$ cat src/rtl/mem_port_arbiter_pkg.sv
// Shared constants and types for mem_port_arbiter and its tag queue.
package mem_port_arbiter_pkg;

  typedef enum logic {
    ARB_SRC_I = 1'b0,
    ARB_SRC_D = 1'b1
  } arb_src_e;

  localparam int unsigned MEMARB_MAX_OUTSTANDING = 4;
  localparam int unsigned MEMARB_STARVE_LIMIT    = 8;

  function automatic arb_src_e arb_other(input arb_src_e src);
    return (src == ARB_SRC_I) ? ARB_SRC_D : ARB_SRC_I;
  endfunction

endpackage

$ cat src/rtl/mem_port_arbiter_tag_fifo.sv
// In-order 1-bit source-tag queue; head is read straight from the registered slots.
module arb_tag_fifo
  import mem_port_arbiter_pkg::*;
#(
  parameter int unsigned DEPTH = MEMARB_MAX_OUTSTANDING,
  localparam int unsigned AW = $clog2(DEPTH),
  localparam int unsigned CW = AW + 1
) (
  input  logic          clk,
  input  logic          rst,
  input  logic          push,
  input  arb_src_e      push_tag,
  input  logic          pop,
  output arb_src_e      head,
  output logic [CW-1:0] count,
  output logic          full,
  output logic          empty
);

  arb_src_e      slots [DEPTH];
  logic [AW-1:0] wr_ptr;
  logic [AW-1:0] rd_ptr;
  logic          do_push;
  logic          do_pop;

  assign full    = (count == CW'(DEPTH));
  assign empty   = (count == '0);
  assign do_push = push && !full;
  assign do_pop  = pop && !empty;
  assign head    = slots[rd_ptr];

  always_ff @(posedge clk) begin
    if (rst) begin
      wr_ptr <= '0;
      rd_ptr <= '0;
      count  <= '0;
    end else begin
      if (do_push) begin
        slots[wr_ptr] <= push_tag;
        wr_ptr        <= wr_ptr + AW'(1);
      end
      if (do_pop) begin
        rd_ptr <= rd_ptr + AW'(1);
      end
      case ({do_push, do_pop})
        2'b10:   count <= count + CW'(1);
        2'b01:   count <= count - CW'(1);
        default: count <= count;
      endcase
    end
  end

endmodule

$ cat src/rtl/mem_port_arbiter.sv
// Shares one memory port between I fetch and D load/store; routes responses by tag.
// Define MEMARB_RR_EN for round-robin arbitration instead of fixed D priority.
module mem_port_arbiter
  import mem_port_arbiter_pkg::*;
#(
  parameter int unsigned MAX_OUTSTANDING = MEMARB_MAX_OUTSTANDING,
  parameter int unsigned STARVE_LIMIT    = MEMARB_STARVE_LIMIT
) (
  input  logic        clk,
  input  logic        rst,
  input  logic [63:0] im_req_addr,
  input  logic        im_req_valid,
  output logic        im_req_ready,
  output logic [63:0] im_resp_rdata,
  output logic        im_resp_valid,
  input  logic [63:0] dm_req_addr,
  input  logic [63:0] dm_req_wdata,
  input  logic [7:0]  dm_req_wmask,
  input  logic        dm_req_wen,
  input  logic        dm_req_valid,
  output logic        dm_req_ready,
  output logic [63:0] dm_resp_rdata,
  output logic        dm_resp_valid,
  output logic [63:0] mem_req_addr,
  output logic [63:0] mem_req_wdata,
  output logic [7:0]  mem_req_wmask,
  output logic        mem_req_wen,
  output logic        mem_req_valid,
  input  logic        mem_req_ready,
  input  logic [63:0] mem_resp_rdata,
  input  logic        mem_resp_valid,
  output logic        arb_err
);

  localparam int unsigned CW = $clog2(MAX_OUTSTANDING) + 1;

  logic [CW-1:0] outstanding;
  logic          q_full;
  logic          q_empty;
  arb_src_e      q_head;
  arb_src_e      push_tag;
  logic          push;
  logic          pop;
  logic          can_issue;
  logic          d_wins_tie;
  logic          grant_d;
  logic          grant_i;

`ifdef MEMARB_RR_EN
  arb_src_e rr_ptr;

  assign d_wins_tie = (rr_ptr == ARB_SRC_D);

  always_ff @(posedge clk) begin
    if (rst) begin
      rr_ptr <= ARB_SRC_D;
    end else if (push) begin
      rr_ptr <= arb_other(push_tag);
    end
  end
`else
  localparam int unsigned SW = $clog2(STARVE_LIMIT + 1);

  logic [SW-1:0] starve_cnt;
  logic          i_forced;

  assign i_forced   = (starve_cnt == SW'(STARVE_LIMIT));
  assign d_wins_tie = !i_forced;

  // Saturates at the limit so I keeps winning ties until it is finally accepted.
  always_ff @(posedge clk) begin
    if (rst || !im_req_valid || im_req_ready) begin
      starve_cnt <= '0;
    end else if (!i_forced) begin
      starve_cnt <= starve_cnt + SW'(1);
    end
  end
`endif

  assign can_issue = !rst && (outstanding < CW'(MAX_OUTSTANDING));
  assign grant_d   = dm_req_valid && (!im_req_valid || d_wins_tie);
  assign grant_i   = im_req_valid && !grant_d;

  assign mem_req_valid = can_issue && (im_req_valid || dm_req_valid);
  assign im_req_ready  = grant_i && can_issue && mem_req_ready;
  assign dm_req_ready  = grant_d && can_issue && mem_req_ready;

  always_comb begin
    mem_req_addr  = im_req_addr;
    mem_req_wdata = '0;
    mem_req_wmask = '0;
    mem_req_wen   = 1'b0;
    if (grant_d) begin
      mem_req_addr  = dm_req_addr;
      mem_req_wdata = dm_req_wdata;
      mem_req_wmask = dm_req_wmask;
      mem_req_wen   = dm_req_wen;
    end
  end

  assign push     = im_req_ready || dm_req_ready;
  assign push_tag = dm_req_ready ? ARB_SRC_D : ARB_SRC_I;
  assign pop      = !rst && mem_resp_valid && !q_empty;

  arb_tag_fifo #(
    .DEPTH (MAX_OUTSTANDING)
  ) u_tag_fifo (
    .clk      (clk),
    .rst      (rst),
    .push     (push),
    .push_tag (push_tag),
    .pop      (pop),
    .head     (q_head),
    .count    (outstanding),
    .full     (q_full),
    .empty    (q_empty)
  );

  assign im_resp_rdata = mem_resp_rdata;
  assign dm_resp_rdata = mem_resp_rdata;
  assign im_resp_valid = pop && (q_head == ARB_SRC_I);
  assign dm_resp_valid = pop && (q_head == ARB_SRC_D);

  always_ff @(posedge clk) begin
    if (rst) begin
      arb_err <= 1'b0;
    end else if (mem_resp_valid && q_empty) begin
      arb_err <= 1'b1;
    end
  end

  always_ff @(posedge clk) begin
    if (!rst) begin
      assert (!(push && q_full));
    end
  end

endmodule
$ cat config.mk
export PLATFORM = sky130hd
export DESIGN_NAME = mem_port_arbiter
export DESIGN_NICKNAME = d
export VERILOG_FILES = /design/src/rtl/mem_port_arbiter_pkg.sv /design/src/rtl/mem_port_arbiter_tag_fifo.sv /design/src/rtl/mem_port_arbiter.sv
export SDC_FILE = /design/constraint.sdc
export NUM_CORES = 1
export LEC_CHECK = 0
export CELL_PAD_IN_SITES_DETAIL_PLACEMENT = 0
export CELL_PAD_IN_SITES_GLOBAL_PLACEMENT = 1
export CORE_AREA = 5 5 206 208
export DETAILED_ROUTE_END_ITERATION = 16
export DIE_AREA = 0 0 211 213
export PLACE_DENSITY_LB_ADDON = 0.1
export REMOVE_ABC_BUFFERS = 1
export SLEW_MARGIN = 20
export SYNTH_ARGS = -nofsm -noshare
export SYNTH_HDL_FRONTEND = slang
export SYNTH_SLANG_ARGS = --single-unit
$ cat constraint.sdc
create_clock -name clk -period 4 [get_ports clk]
set_input_delay 0.4 -clock clk [delete_from_list [all_inputs] [get_ports clk]]
set_output_delay 0.4 -clock clk [all_outputs]
set_load 0.05 [all_outputs]
==> flow_metrics.tcl <==
set metrics [dict create \
    area_growth_pct 98.70 \
    end_kind "primary output" \
    synth_area_per_cell_um2 8.853 \
    grt_usage 0.1210 \
    yosys_register_bits 18 \
    cts_setup_buffers 0 \
    r2r_start "u_tag_fifo.count[2]" \
    finalSetupTns_ps 0 \
    wirelength_mm 29.22 \
    r2r_slack_ps 1700 \
    nNetsFinal 863 \
    tightest_slew_ps 649.4 \
    seq_area_frac_synth 0.1222 \
    critPathMaxStageDelay_ps 710 \
    drc 0 \
    critPathMaxFanout 61 \
    setup_viol 0 \
    antenna_found_initial 6 \
    worstSetupStartpointType "register" \
    cts_tree "built" \
    ctsLongestPathBuffers 2 \
    async_reset_ff_frac 0 \
    leakage_nw 2.386 \
    grt-ovfl-total 0 \
    crit_family "buffers and inverters" \
    path_buf_inv 3 \
    synth_top_area_frac 0.2934 \
    cts_hold_buf 0 \
    crit_slowest_cell "clkdlybuf4s50_1" \
    clkLatencyLatePin_ps 250 \
    yosysTopAreaCell "buf_4" \
    wl_per_cell_um 26.14 \
    synth_top_family_by_area "buffers and inverters" \
    die_w_um 211 \
    grt_pass1_vias 3878 \
    hold-worst-slack_ps 463.3 \
    synth_compound_area_frac 0.02521 \
    grt_pass1_wl_mm 37.26 \
    netlist_instances 370 \
    start_util 0.08114 \
    cp.required_ps 3600 \
    synth_commonest_cells "buf_4 (128), and2_1 (78), mux2_4 (35)" \
    worst-path-stages 7 \
    crit_end "mem_req_addr[58]" \
    yosys-top-cells-area "buf_4 (29%), mux2_4 (16%), and2_1 (15%), mux2_2 (10%), dfxtp_1 (8.6%)" \
    synth_simple_gate_area_frac 0.1933 \
    cts_sinks 18 \
    cellPowerDensity_mw_per_mm2 209.9 \
    antenna_left 0 \
    io_buffers 349 \
    routed-via-count 3493 \
    via_per_inst 3.124 \
    yosys_warnings 0 \
    fillers 4596 \
    hp-class "reg2reg" \
    cp.arrival_ps 2980 \
    synth.most_common_cell "buf_4" \
    irDropWorstVdd_uv 114.8 \
    min_period_ps 3383 \
    drt_iter0_markers 98 \
    maxSlewViolCount 0 \
    worstRegToRegCells 9 \
    period_share 0.8457 \
    synthMuxAreaShare 0.2765 \
    register_area_um2 400.4 \
    firstDrtPassIters 4 \
    path_clk_slew_ps 60 \
    row_count 74 \
    synth_cell_type_count 35 \
    rsz0062_at_grt "false" \
    worstSetupPathType "reg2out" \
    core_area_mm2 0.04037 \
    hold_viol 0 \
    io_pins 542 \
    synth_ff_type "dfxtp_1" \
    numCtsBuffers 3 \
    rr_endpoint "u_tag_fifo.count[2]" \
    setup_ws_ps 617.2 \
    die_h_um 213 \
    grt_max_degree 62 \
    place_congestion 0.7877 \
    pre_cts_ws_ps 664.5 \
    multi_input_area_mm2 0.001764 \
    postLayoutCoreUtil 0.1612 \
    finalClockSkew_ps 1.490 \
    die_area_mm2 0.04494 \
    maxCapViolCount 0 \
    worstPathCellList "inv_1, ha_1, nand3b_4, o21a_4, buf_12, mux2_2, clkdlybuf4s50_1" \
    post_cts_resized 0 \
    crit_start "starve_cnt[0]" \
    root_buffer "clkbuf_16" \
    slew_headroom 0.5657 \
    syn_area_mm2 0.003276 \
    power_mw 1.366 \
    synth_xor_area_frac 0.01070 \
    htree_num_levels 1 \
    synth_fa_ha_area_frac 0.03285 \
    status "finished clean" \
    timing.fmax_mhz 295.6 \
    layout-drive-gt1-share 0.1424 \
    synth_edf_count 4 \
    place_hpwl_mm 25.40 \
]
worst reg2reg max path, stage by stage (launching register included):
cell	delay [ps]
dfxtp_1	370
nor3_1	120
or3_1	400
inv_1	130
ha_1	190
inv_1	60
fa_1	380
xor2_1	160
or3_1	300
a21oi_1	140
cell families after synthesis:
| group | count (synthesis) |
|---|---|
| fa+ha+maj | 8 |
| flops | 18 |
| mux | 68 |
| compound gates | 12 |
| buf+inv | 157 |
| simple gates | 103 |
| xor+xnor | 4 |
worst min-delay path by stage:
stage,startpoint,to,slack [ps],cells after the start
finish,arb_err,arb_err,460,2
global route,arb_err,arb_err,530,2
CTS,arb_err,arb_err,470,2
detailed placement,arb_err,arb_err,450,2
global placement,arb_err,arb_err,460,2
floorplan,u_tag_fifo.rd_ptr[1],register,430,1
metal layers:
metal	wire, um	GRT usage	up-vias
met2	12900	0.1802	391
met5	369	0.07004	-
met4	316	0.01789	18
met3	6028	0.1250	30
met1	9609	0.1162	1558
li1	-	-	1496
placed cells by master, fill, tap and decap left out, types with 2 or more instances in the layout:
cell,netlist,final
clkdlybuf4s50_1,0,343
and2_1,78,78
mux2_4,35,35
mux2_2,30,30
dfxtp_1,14,14
inv_1,13,13
nor2_1,10,10
buf_4,128,8
ha_1,7,7
a21oi_1,4,4
edfxtp_1,4,4
diode_2,0,3
xor2_1,3,3
o21ai_0,3,3
clkbuf_16,0,3
nor3_1,2,2
or3_1,2,2
nand2b_1,2,2
nand2_1,2,2
mux2i_1,2,2
buf_12,0,2
through the flow:
stage / instance area, um^2 / instances
after floorplan: 2213 / 226
after global placement: 6412 / 1111
after detailed placement: 6412 / 1111
after CTS: 6501 / 1115
after global routing: 6504 / 1116
final: 6509 / 1118
where the power goes:
group	switching, mW	internal (mW)
sequential	0.00912	0.197
combinational	0.506	0.427
clock	0.0735	0.152
total	0.589	0.777
layout make-up:
type	count	share of cell area
Tap cell	532	0.1023
Clock buffer	4	0.01365
Inverter	13	0.007497
Sequential cell	18	0.06151
Antenna cell	3	0.001153
Multi-Input combinational cell	195	0.2710
Timing Repair Buffer	353	0.5429
(Power assumes the default switching activity.)
